--- src/rtl/ps2_note_pkg.sv ---
// ----------------------------------------------------------------------------
// ps2_note_pkg
// Shared types and constants for the PS/2 note decoder.
//   - state_e    : decoder FSM states (only IDLE/BRK without PS2_NOTE_EXT_EN)
//   - SC_*       : set-2 scan-code constants used by the decoder
//   - NOTE_COUNT : number of chromatic note slots (width of notes_held)
//   - OCTAVE_*   : octave reset value and upper saturation limit
//   - is_ignored : bytes that are dropped in every state without effect
// Optional feature macro: PS2_NOTE_EXT_EN (extended prefix + octave control).
// ----------------------------------------------------------------------------
package ps2_note_pkg;

    localparam int NOTE_COUNT = 16;

    localparam logic [1:0] OCTAVE_RST = 2'd1;
    localparam logic [1:0] OCTAVE_MAX = 2'd3;

    localparam logic [7:0] SC_BREAK  = 8'hF0;
    localparam logic [7:0] SC_EXT    = 8'hE0;
    localparam logic [7:0] SC_BAT    = 8'hAA;
    localparam logic [7:0] SC_ACK    = 8'hFA;
    localparam logic [7:0] SC_ECHO   = 8'hEE;
    localparam logic [7:0] SC_RESEND = 8'hFE;
    localparam logic [7:0] SC_ERR_FF = 8'hFF;
    localparam logic [7:0] SC_ERR_00 = 8'h00;
    localparam logic [7:0] SC_LEFT   = 8'h6B;
    localparam logic [7:0] SC_RIGHT  = 8'h74;

`ifdef PS2_NOTE_EXT_EN
    typedef enum logic [1:0] {
        ST_IDLE    = 2'd0,
        ST_BRK     = 2'd1,
        ST_EXT     = 2'd2,
        ST_EXT_BRK = 2'd3
    } state_e;
`else
    typedef enum logic {
        ST_IDLE = 1'b0,
        ST_BRK  = 1'b1
    } state_e;
`endif

    // Keyboard housekeeping replies; they must never disturb a pending prefix.
    function automatic logic is_ignored(input logic [7:0] code);
        return (code == SC_ACK)    || (code == SC_ECHO)   ||
               (code == SC_RESEND) || (code == SC_ERR_FF) ||
               (code == SC_ERR_00);
    endfunction

endpackage

--- src/rtl/ps2_scan_to_note.sv ---
// ----------------------------------------------------------------------------
// ps2_scan_to_note
// Combinational lookup from a set-2 scan code to a piano-row note index.
// Ports:
//   scan_code  in  8  scan-code byte
//   hit        out 1  code belongs to the piano row
//   note_idx   out 4  chromatic index 0..15 (0 when hit=0)
// ----------------------------------------------------------------------------
module ps2_scan_to_note (
    input  logic [7:0] scan_code,
    output logic       hit,
    output logic [3:0] note_idx
);

    always_comb begin
        hit      = 1'b1;
        note_idx = 4'd0;
        case (scan_code)
            8'h1C: note_idx = 4'd0;   // A
            8'h1D: note_idx = 4'd1;   // W
            8'h1B: note_idx = 4'd2;   // S
            8'h24: note_idx = 4'd3;   // E
            8'h23: note_idx = 4'd4;   // D
            8'h2B: note_idx = 4'd5;   // F
            8'h2C: note_idx = 4'd6;   // T
            8'h34: note_idx = 4'd7;   // G
            8'h35: note_idx = 4'd8;   // Y
            8'h33: note_idx = 4'd9;   // H
            8'h3C: note_idx = 4'd10;  // U
            8'h3B: note_idx = 4'd11;  // J
            8'h42: note_idx = 4'd12;  // K
            8'h44: note_idx = 4'd13;  // O
            8'h4B: note_idx = 4'd14;  // L
            8'h4D: note_idx = 4'd15;  // P
            default: begin
                hit      = 1'b0;
                note_idx = 4'd0;
            end
        endcase
    end

endmodule

--- src/rtl/ps2_note_decoder.sv ---
// ----------------------------------------------------------------------------
// ps2_note_decoder
// Turns the PS/2 receiver byte stream into one-cycle note-on/note-off events,
// tracks held notes and (optionally) an octave register.
//
//   state    | meaning
//   ---------+---------------------------------------------------
//   IDLE     | no prefix pending; mapped code = make
//   BRK      | F0 seen; next code = break
//   EXT      | E0 seen; next code = extended make (arrows)
//   EXT_BRK  | E0 F0 seen; next code = extended break (no action)
//
// Parameters:
//   TIMEOUT_CYCLES  cycles a pending prefix survives without another byte
// Ports:
//   CLOCK_50     in  1   system clock
//   resetn       in  1   synchronous active-low reset
//   ps2_data     in  8   received scan-code byte
//   ps2_data_en  in  1   one-cycle strobe qualifying ps2_data
//   note_valid   out 1   one-cycle pulse per note event
//   note_on      out 1   1 = press, 0 = release (held until next event)
//   note_idx     out 4   note index of last event
//   notes_held   out 16  bitmap of currently held notes
//   octave       out 2   current octave 0..3
// Optional feature macro: PS2_NOTE_EXT_EN. When undefined the FSM has only
// IDLE/BRK, E0 is ignored in IDLE, keeps BRK in BRK, and octave is fixed at 1.
// ----------------------------------------------------------------------------
module ps2_note_decoder
    import ps2_note_pkg::*;
#(
    parameter int TIMEOUT_CYCLES = 2_500_000
) (
    input  logic                  CLOCK_50,
    input  logic                  resetn,
    input  logic [7:0]            ps2_data,
    input  logic                  ps2_data_en,
    output logic                  note_valid,
    output logic                  note_on,
    output logic [3:0]            note_idx,
    output logic [NOTE_COUNT-1:0] notes_held,
    output logic [1:0]            octave
);

    localparam int              CNT_W    = (TIMEOUT_CYCLES > 2) ? $clog2(TIMEOUT_CYCLES) : 1;
    localparam logic [CNT_W-1:0] CNT_LOAD = CNT_W'(TIMEOUT_CYCLES - 1);

    state_e                state_q, state_d;
    logic [CNT_W-1:0]      cnt_q, cnt_d;
    logic                  note_valid_q, note_valid_d;
    logic                  note_on_q, note_on_d;
    logic [3:0]            note_idx_q, note_idx_d;
    logic [NOTE_COUNT-1:0] held_q, held_d;

    logic       map_hit;
    logic [3:0] map_idx;
    logic       byte_ok;
    logic       is_prefix;

    ps2_scan_to_note u_map (
        .scan_code (ps2_data),
        .hit       (map_hit),
        .note_idx  (map_idx)
    );

    // Ignored bytes behave as if no strobe arrived: no transition, no reload.
    assign byte_ok   = ps2_data_en && !is_ignored(ps2_data);
    assign is_prefix = (ps2_data == SC_BREAK) || (ps2_data == SC_EXT);

    // ---------------- state register ----------------
    always_ff @(posedge CLOCK_50) begin
        if (!resetn) begin
            state_q      <= ST_IDLE;
            cnt_q        <= '0;
            note_valid_q <= 1'b0;
            note_on_q    <= 1'b0;
            note_idx_q   <= 4'd0;
            held_q       <= '0;
        end else begin
            state_q      <= state_d;
            cnt_q        <= cnt_d;
            note_valid_q <= note_valid_d;
            note_on_q    <= note_on_d;
            note_idx_q   <= note_idx_d;
            held_q       <= held_d;
        end
    end

    // ---------------- next-state / timeout ----------------
    always_comb begin
        state_d = state_q;
        cnt_d   = cnt_q;
        if (byte_ok) begin
            // A byte in the expiry cycle still belongs to the pending prefix.
            case (state_q)
                ST_IDLE: begin
                    if (ps2_data == SC_BREAK) state_d = ST_BRK;
`ifdef PS2_NOTE_EXT_EN
                    else if (ps2_data == SC_EXT) state_d = ST_EXT;
`endif
                end
                ST_BRK: begin
                    if (ps2_data == SC_BREAK) state_d = ST_BRK;
`ifdef PS2_NOTE_EXT_EN
                    else if (ps2_data == SC_EXT) state_d = ST_EXT_BRK;
`else
                    else if (ps2_data == SC_EXT) state_d = ST_BRK;
`endif
                    else state_d = ST_IDLE;
                end
`ifdef PS2_NOTE_EXT_EN
                ST_EXT: begin
                    if (ps2_data == SC_BREAK) state_d = ST_EXT_BRK;
                    else if (ps2_data == SC_EXT) state_d = ST_EXT;
                    else state_d = ST_IDLE;
                end
                ST_EXT_BRK: begin
                    if (is_prefix) state_d = ST_EXT_BRK;
                    else state_d = ST_IDLE;
                end
`endif
                default: state_d = ST_IDLE;
            endcase
            cnt_d = (state_d != ST_IDLE) ? CNT_LOAD : '0;
        end else if (state_q != ST_IDLE) begin
            if (cnt_q == '0) state_d = ST_IDLE;
            else             cnt_d   = cnt_q - 1'b1;
        end
    end

    // ---------------- event / bitmap outputs ----------------
    always_comb begin
        note_valid_d = 1'b0;
        note_on_d    = note_on_q;
        note_idx_d   = note_idx_q;
        held_d       = held_q;
        if (byte_ok && state_q == ST_IDLE && ps2_data == SC_BAT) begin
            held_d = '0;
        end else if (byte_ok && state_q == ST_IDLE && !is_prefix && map_hit) begin
            // Typematic repeats of a held key produce no event.
            if (!held_q[map_idx]) begin
                held_d[map_idx] = 1'b1;
                note_valid_d    = 1'b1;
                note_on_d       = 1'b1;
                note_idx_d      = map_idx;
            end
        end else if (byte_ok && state_q == ST_BRK && !is_prefix && map_hit) begin
            if (held_q[map_idx]) begin
                held_d[map_idx] = 1'b0;
                note_valid_d    = 1'b1;
                note_on_d       = 1'b0;
                note_idx_d      = map_idx;
            end
        end
    end

`ifdef PS2_NOTE_EXT_EN
    logic [1:0] octave_q, octave_d;

    always_comb begin
        octave_d = octave_q;
        if (byte_ok && state_q == ST_EXT && !is_prefix) begin
            if (ps2_data == SC_RIGHT && octave_q != OCTAVE_MAX) octave_d = octave_q + 2'd1;
            else if (ps2_data == SC_LEFT && octave_q != 2'd0)   octave_d = octave_q - 2'd1;
        end
    end

    always_ff @(posedge CLOCK_50) begin
        if (!resetn) octave_q <= OCTAVE_RST;
        else         octave_q <= octave_d;
    end

    assign octave = octave_q;
`else
    assign octave = OCTAVE_RST;
`endif

    assign note_valid = note_valid_q;
    assign note_on    = note_on_q;
    assign note_idx   = note_idx_q;
    assign notes_held = held_q;

endmodule

--- config.mk ---
export PLATFORM = sky130hd
export DESIGN_NAME = ps2_note_decoder
export DESIGN_NICKNAME = d
export VERILOG_FILES = /design/src/rtl/ps2_note_pkg.sv /design/src/rtl/ps2_scan_to_note.sv /design/src/rtl/ps2_note_decoder.sv
export SDC_FILE = /design/constraint.sdc
export NUM_CORES = 1
export LEC_CHECK = 0
export BUFFER_PORTS_ARGS = -buffer_cell sky130_fd_sc_hd__buf_4
export CAP_MARGIN = 20
export CELL_PAD_IN_SITES_DETAIL_PLACEMENT = 2
export CELL_PAD_IN_SITES_GLOBAL_PLACEMENT = 2
export CORE_AREA = 2 2 95 97
export CTS_BUF_LIST = sky130_fd_sc_hd__clkbuf_8
export DETAILED_ROUTE_END_ITERATION = 10
export DIE_AREA = 0 0 97 99
export HOLD_SLACK_MARGIN = 0.1
export PLACE_DENSITY_LB_ADDON = 0.1
export SETUP_SLACK_MARGIN = 0.1
export SYNTH_ARGS = -nofsm -noshare
export SYNTH_HDL_FRONTEND = slang
export SYNTH_SLANG_ARGS = --single-unit
--- constraint.sdc ---
create_clock -name CLOCK_50 -period 3.4 [get_ports CLOCK_50]
set_input_delay 0.68 -clock CLOCK_50 [delete_from_list [all_inputs] [get_ports CLOCK_50]]
set_output_delay 0.68 -clock CLOCK_50 [all_outputs]
set_load 0.05 [all_outputs]
Word-level counts from Yosys, hierarchy flattened:

Index checks and enable logic that the tools add are counted.

* $add $sub $neg: 1
* magnitude comparators: 2
* equal/unequal tests: 25
* multiplexer cells: 34
* bitwise logic cells: 6
* reduce and logical (&&, ||, !) cells: 26

Operators by type and width (count)
* 2-to-1 mux 22 bit: 4
* equality test 8 x 6 -> 1 bit, second input constant: 9
* 2-to-1 mux 16 bit: 4
* case mux 4 bit (15 select lines): 1
* equality test 8 bit, second input constant: 7
* equality test 8 x 7 -> 1 bit, second input constant: 4
* equality test 8 x 5 -> 1 bit, second input constant: 3
* zero test 22 bit: 1
* subtractor 22 x 1 -> 22 bit, second input constant: 1
* 2-to-1 mux 1 bit: 18
* bitwise AND 16 bit: 1
* 2-to-1 mux 4 bit: 4
* NOT 16 bit: 1
* bitwise OR 16 bit: 1
* OR reduction 16 bit: 1
* logical AND 1 bit: 9
* zero test 8 bit: 1
* nonzero test 2 bit: 3
* logical OR 1 bit: 5
* < comparator 4 x 5 -> 1 bit, second input constant: 1
* binary-select mux 1 bit (select 4 bit): 1
* demux 1 bit (select 4 bit): 1
* >= comparator 4 x 1 -> 1 bit, second input constant: 1
* inequality test 2 bit, second input constant: 2
* other kinds (7): 10

* bits in registers: 45
* bits of input ports: 11

Logic depth before layout (Yosys ltp):

* depth in word-level cells: 12
* depth in mapped cells: 12
* mapped depth without buffers: 9

By module:

Synthesis repeated with hierarchy kept, for this count alone.

* cells, all modules: 310
* area, all modules: 2816.5 um^2

By module, submodules not included
* ps2_note_decoder: times used 1, cells an instance 257, area an instance 2401.1 um^2
* ps2_scan_to_note: times used 1, cells an instance 53, area an instance 415.4 um^2

Worst setup path after synthesis:

No wires, ideal clock.

* path type: input to register
* start: input ps2_data[4]
* end: register (tool-made name)
* library setup time: 112 ps
* arrival: 3210 ps
* data required time: 3288 ps
* setup slack: 78 ps
* stages on the path: 9
* cells stage by stage: or3b_4 > or3_4 > o211ai_4 > mux4_1 > and2_4 > a31oi_4 > buf_6 > a31oi_1 > a2111oi_1

RTL lines
* start: declaration: RTL line ps2_note_decoder.sv:35 `input logic [7:0] ps2_data,`

==> qor.csv <==
metric,value,unit
status,completed,
hold buffers post-CTS,0,
Setup WS pre-CTS,-0.103,ns
CTS Root Buffer Type,clkbuf_8,
Final #Nets,392,
initial antenna violation count,0,
worst clock skew,0.0108,ns
routed wl met2,4.64,mm
Die Ht,99,um
Yosys reg bits,45,
unrepaired setup endpoints after global routing,yes,
data arrival time of the critical path,3.43,ns
Routed WL,9.58,mm
Vias,2699,
Global Route Usage Sum,20.4,%
Critical Path Start Type,primary input,
Rel. slew slack,52.5,%
Post-synth top flop,dfxtp_1,
design area,3460,um^2
Critical Path Sink Type,register,
final worst slack,0.151,ns
Worst Path Max Fanout,20,
setup bufs post-CTS,0,
sequential-to-total area share from yosys stat,32.3,%
"EDFF count, synth",0,
clock slew at reported path FFs,0.09,ns
DR iter-0 viols,77,
TritonRoute pass-1 iters,4,
Mean Syn Cell Area,8.59,um^2
WL met1,4.64,mm
Post-Syn Area,2790,um^2
CP required,3.58,ns
die width,97,um
final core occ,40.5,%
largest net degree at the start of global routing,23,
# IOs,35,
CTS max path bufs,2,
WHS,0.496,ns
first-pass GRT wire length,15.7,mm
Post-synth ARST share,0,%
Area Growth Syn to Fin,23.9,%
Num CTS Buffers,5,
Syn Inst Count,325,
Slew @ Worst Pin,0.712,ns
die area,9600,um^2
row count,34,
drt wl/cell,19.6,um
Detail Placement HPWL,7.05,mm
kind of critical path,primary input to register,
post-place instance area,3330,um^2
htree depth,2,
vias in the first global route,2881,
Antenna Cells,0,
initial core utilization,32.7,%
TritonCTS clock tree,yes,
max-capacitance violation count,0,
setup TNS,0,ns
grt total ovfl,0,
worst skew pair latency,0.30,ns
core region area,8550,um^2
average vias per placed instance,5.52,
clock sinks,45,
fin crit period,3.25,ns
achievable frequency,308,MHz
met3 WL,202,um
highest metal used,met4,
Power per Cell Area,341,nW/um^2
setup violators final,0,
Synth cell types,69,
Hold Fails Final Rpt,0,
Peak VDD IR,0.195,mV
ANT nets after route,0,
Worst Hold Class,register to register,
layout cell share with drive strength beyond 1,27.0,%
syn_nets,337,
Placer Congestion,0.772,
buffers added on ports,32,
Residual DRC,0,
"Slew Viols, Final",0,
yosys warns,0,
leakage power,1.30,nW
crit share post-route,95.6,%
==> synthesized netlist by cell type, types with 5 or more instances <==
master      n  area [um^2]
nand4_1     7         43.8
buf_2       7         35.0
nand2b_1    6         37.5
a21oi_1    15         75.1
mux2i_1     8         80.1
clkbuf_1    7         26.3
nor2_1     39          146
dfxtp_1    45          901
a31oi_1    19          119
xnor2_1    14          123
o21ai_0     5         25.0
nand2_1    23         86.3
nor2b_1     5         31.3
xor2_1     10         87.6
nand3_1     6         30.0
nor3_1     11         55.1
inv_1       7         26.3
a2111oi_1  16          160
==> kinds of logic after synthesis <==
logic type	count (synthesis)	share of synthesized area, %
buffers and inverters	28	5.29
multiplexers	10	4.21
flip-flops	45	32.3
XOR/XNOR	24	7.53
other	2	0.269
AND/OR/NAND/NOR	134	26.9
AO/OA/AOI/OAI	80	22.7
adder cells (fa/ha/maj)	2	0.806
==> power breakdown <==
group / internal (mW) / switching, mW
clock network: 0.218 / 0.193
registers: 0.540 / 0.0141
logic: 0.0849 / 0.128
==> layout by cell type, fill, tap and decap left out, types with 3 or more instances in the layout <==
master and instances:
o21ai_0 4, a31oi_1 19, o21ai_1 4, nor3_1 11
clkbuf_8 5, nor2b_1 5, nor4_1 4, nor2_1 39
a2111oi_1 13, dfxtp_1 45, a2111oi_2 3, nand2b_1 6
xnor2_1 14, nand2_1 23, buf_4 67, inv_1 8
mux2i_1 8, xor2_1 10, nor3b_1 3, nand4_1 7
a21oi_1 15, and3_1 3, nand3_1 6
==> layer usage <==
layer  up-vias  GRT usage [%]
li1       1309              -
met1      1347           27.4
met4         0           4.55
met5         -              0
met3         7           2.91
met2        36           34.8
==> critical path: stages <==
cell and delay [ns]:
buf_4 0.11, or3b_4 0.39, or3_4 0.40, o211ai_4 0.20
mux4_1 0.60, and2_4 0.19, a31oi_4 0.16, buf_12 0.18
nor2b_1 0.10, a2111oi_1 0.40
==> per-stage QoR <==
| stage | power (mW) | instances |
|---|---|---|
| after CTS | 1.19 | 489 |
| after detailed placement | 0.779 | 481 |
| after floorplan | 0.706 | 325 |
| after global placement | 0.771 | 481 |
| after global routing | 1.24 | 489 |
| final | 1.18 | 489 |
==> final timing paths <==
check,start,end,slack [ns],depth (start not counted)
worst max register to register,cnt_q[2]$_SDFFE_PN0P_,cnt_q[15]$_SDFFE_PN0P_,0.43,9
worst min register to register,note_idx[2]$_SDFFE_PN0P_,note_idx[2]$_SDFFE_PN0P_,0.50,2
worst min-delay path,note_idx[2]$_SDFFE_PN0P_,note_idx[2]$_SDFFE_PN0P_,0.50,2
worst max-delay path,ps2_data[4],register,0.15,10
==> area by class of cell <==
class | instances | area [um^2]
fillers | 988 | 5090
multi-input cells | 252 | 1760
flip-flops and latches | 45 | 901
repair buffers | 68 | 523
well taps | 108 | 135
clock buffers | 5 | 68.8
clock inverters | 3 | 42.5
inverters | 8 | 30.0
==> repair_timing <==
action                                  CTS  global route
pin swaps                                 0             1
endpoints found under the setup margin    1             6
gates resized for setup                   1             2
Power figures use the tool's default switching activity.
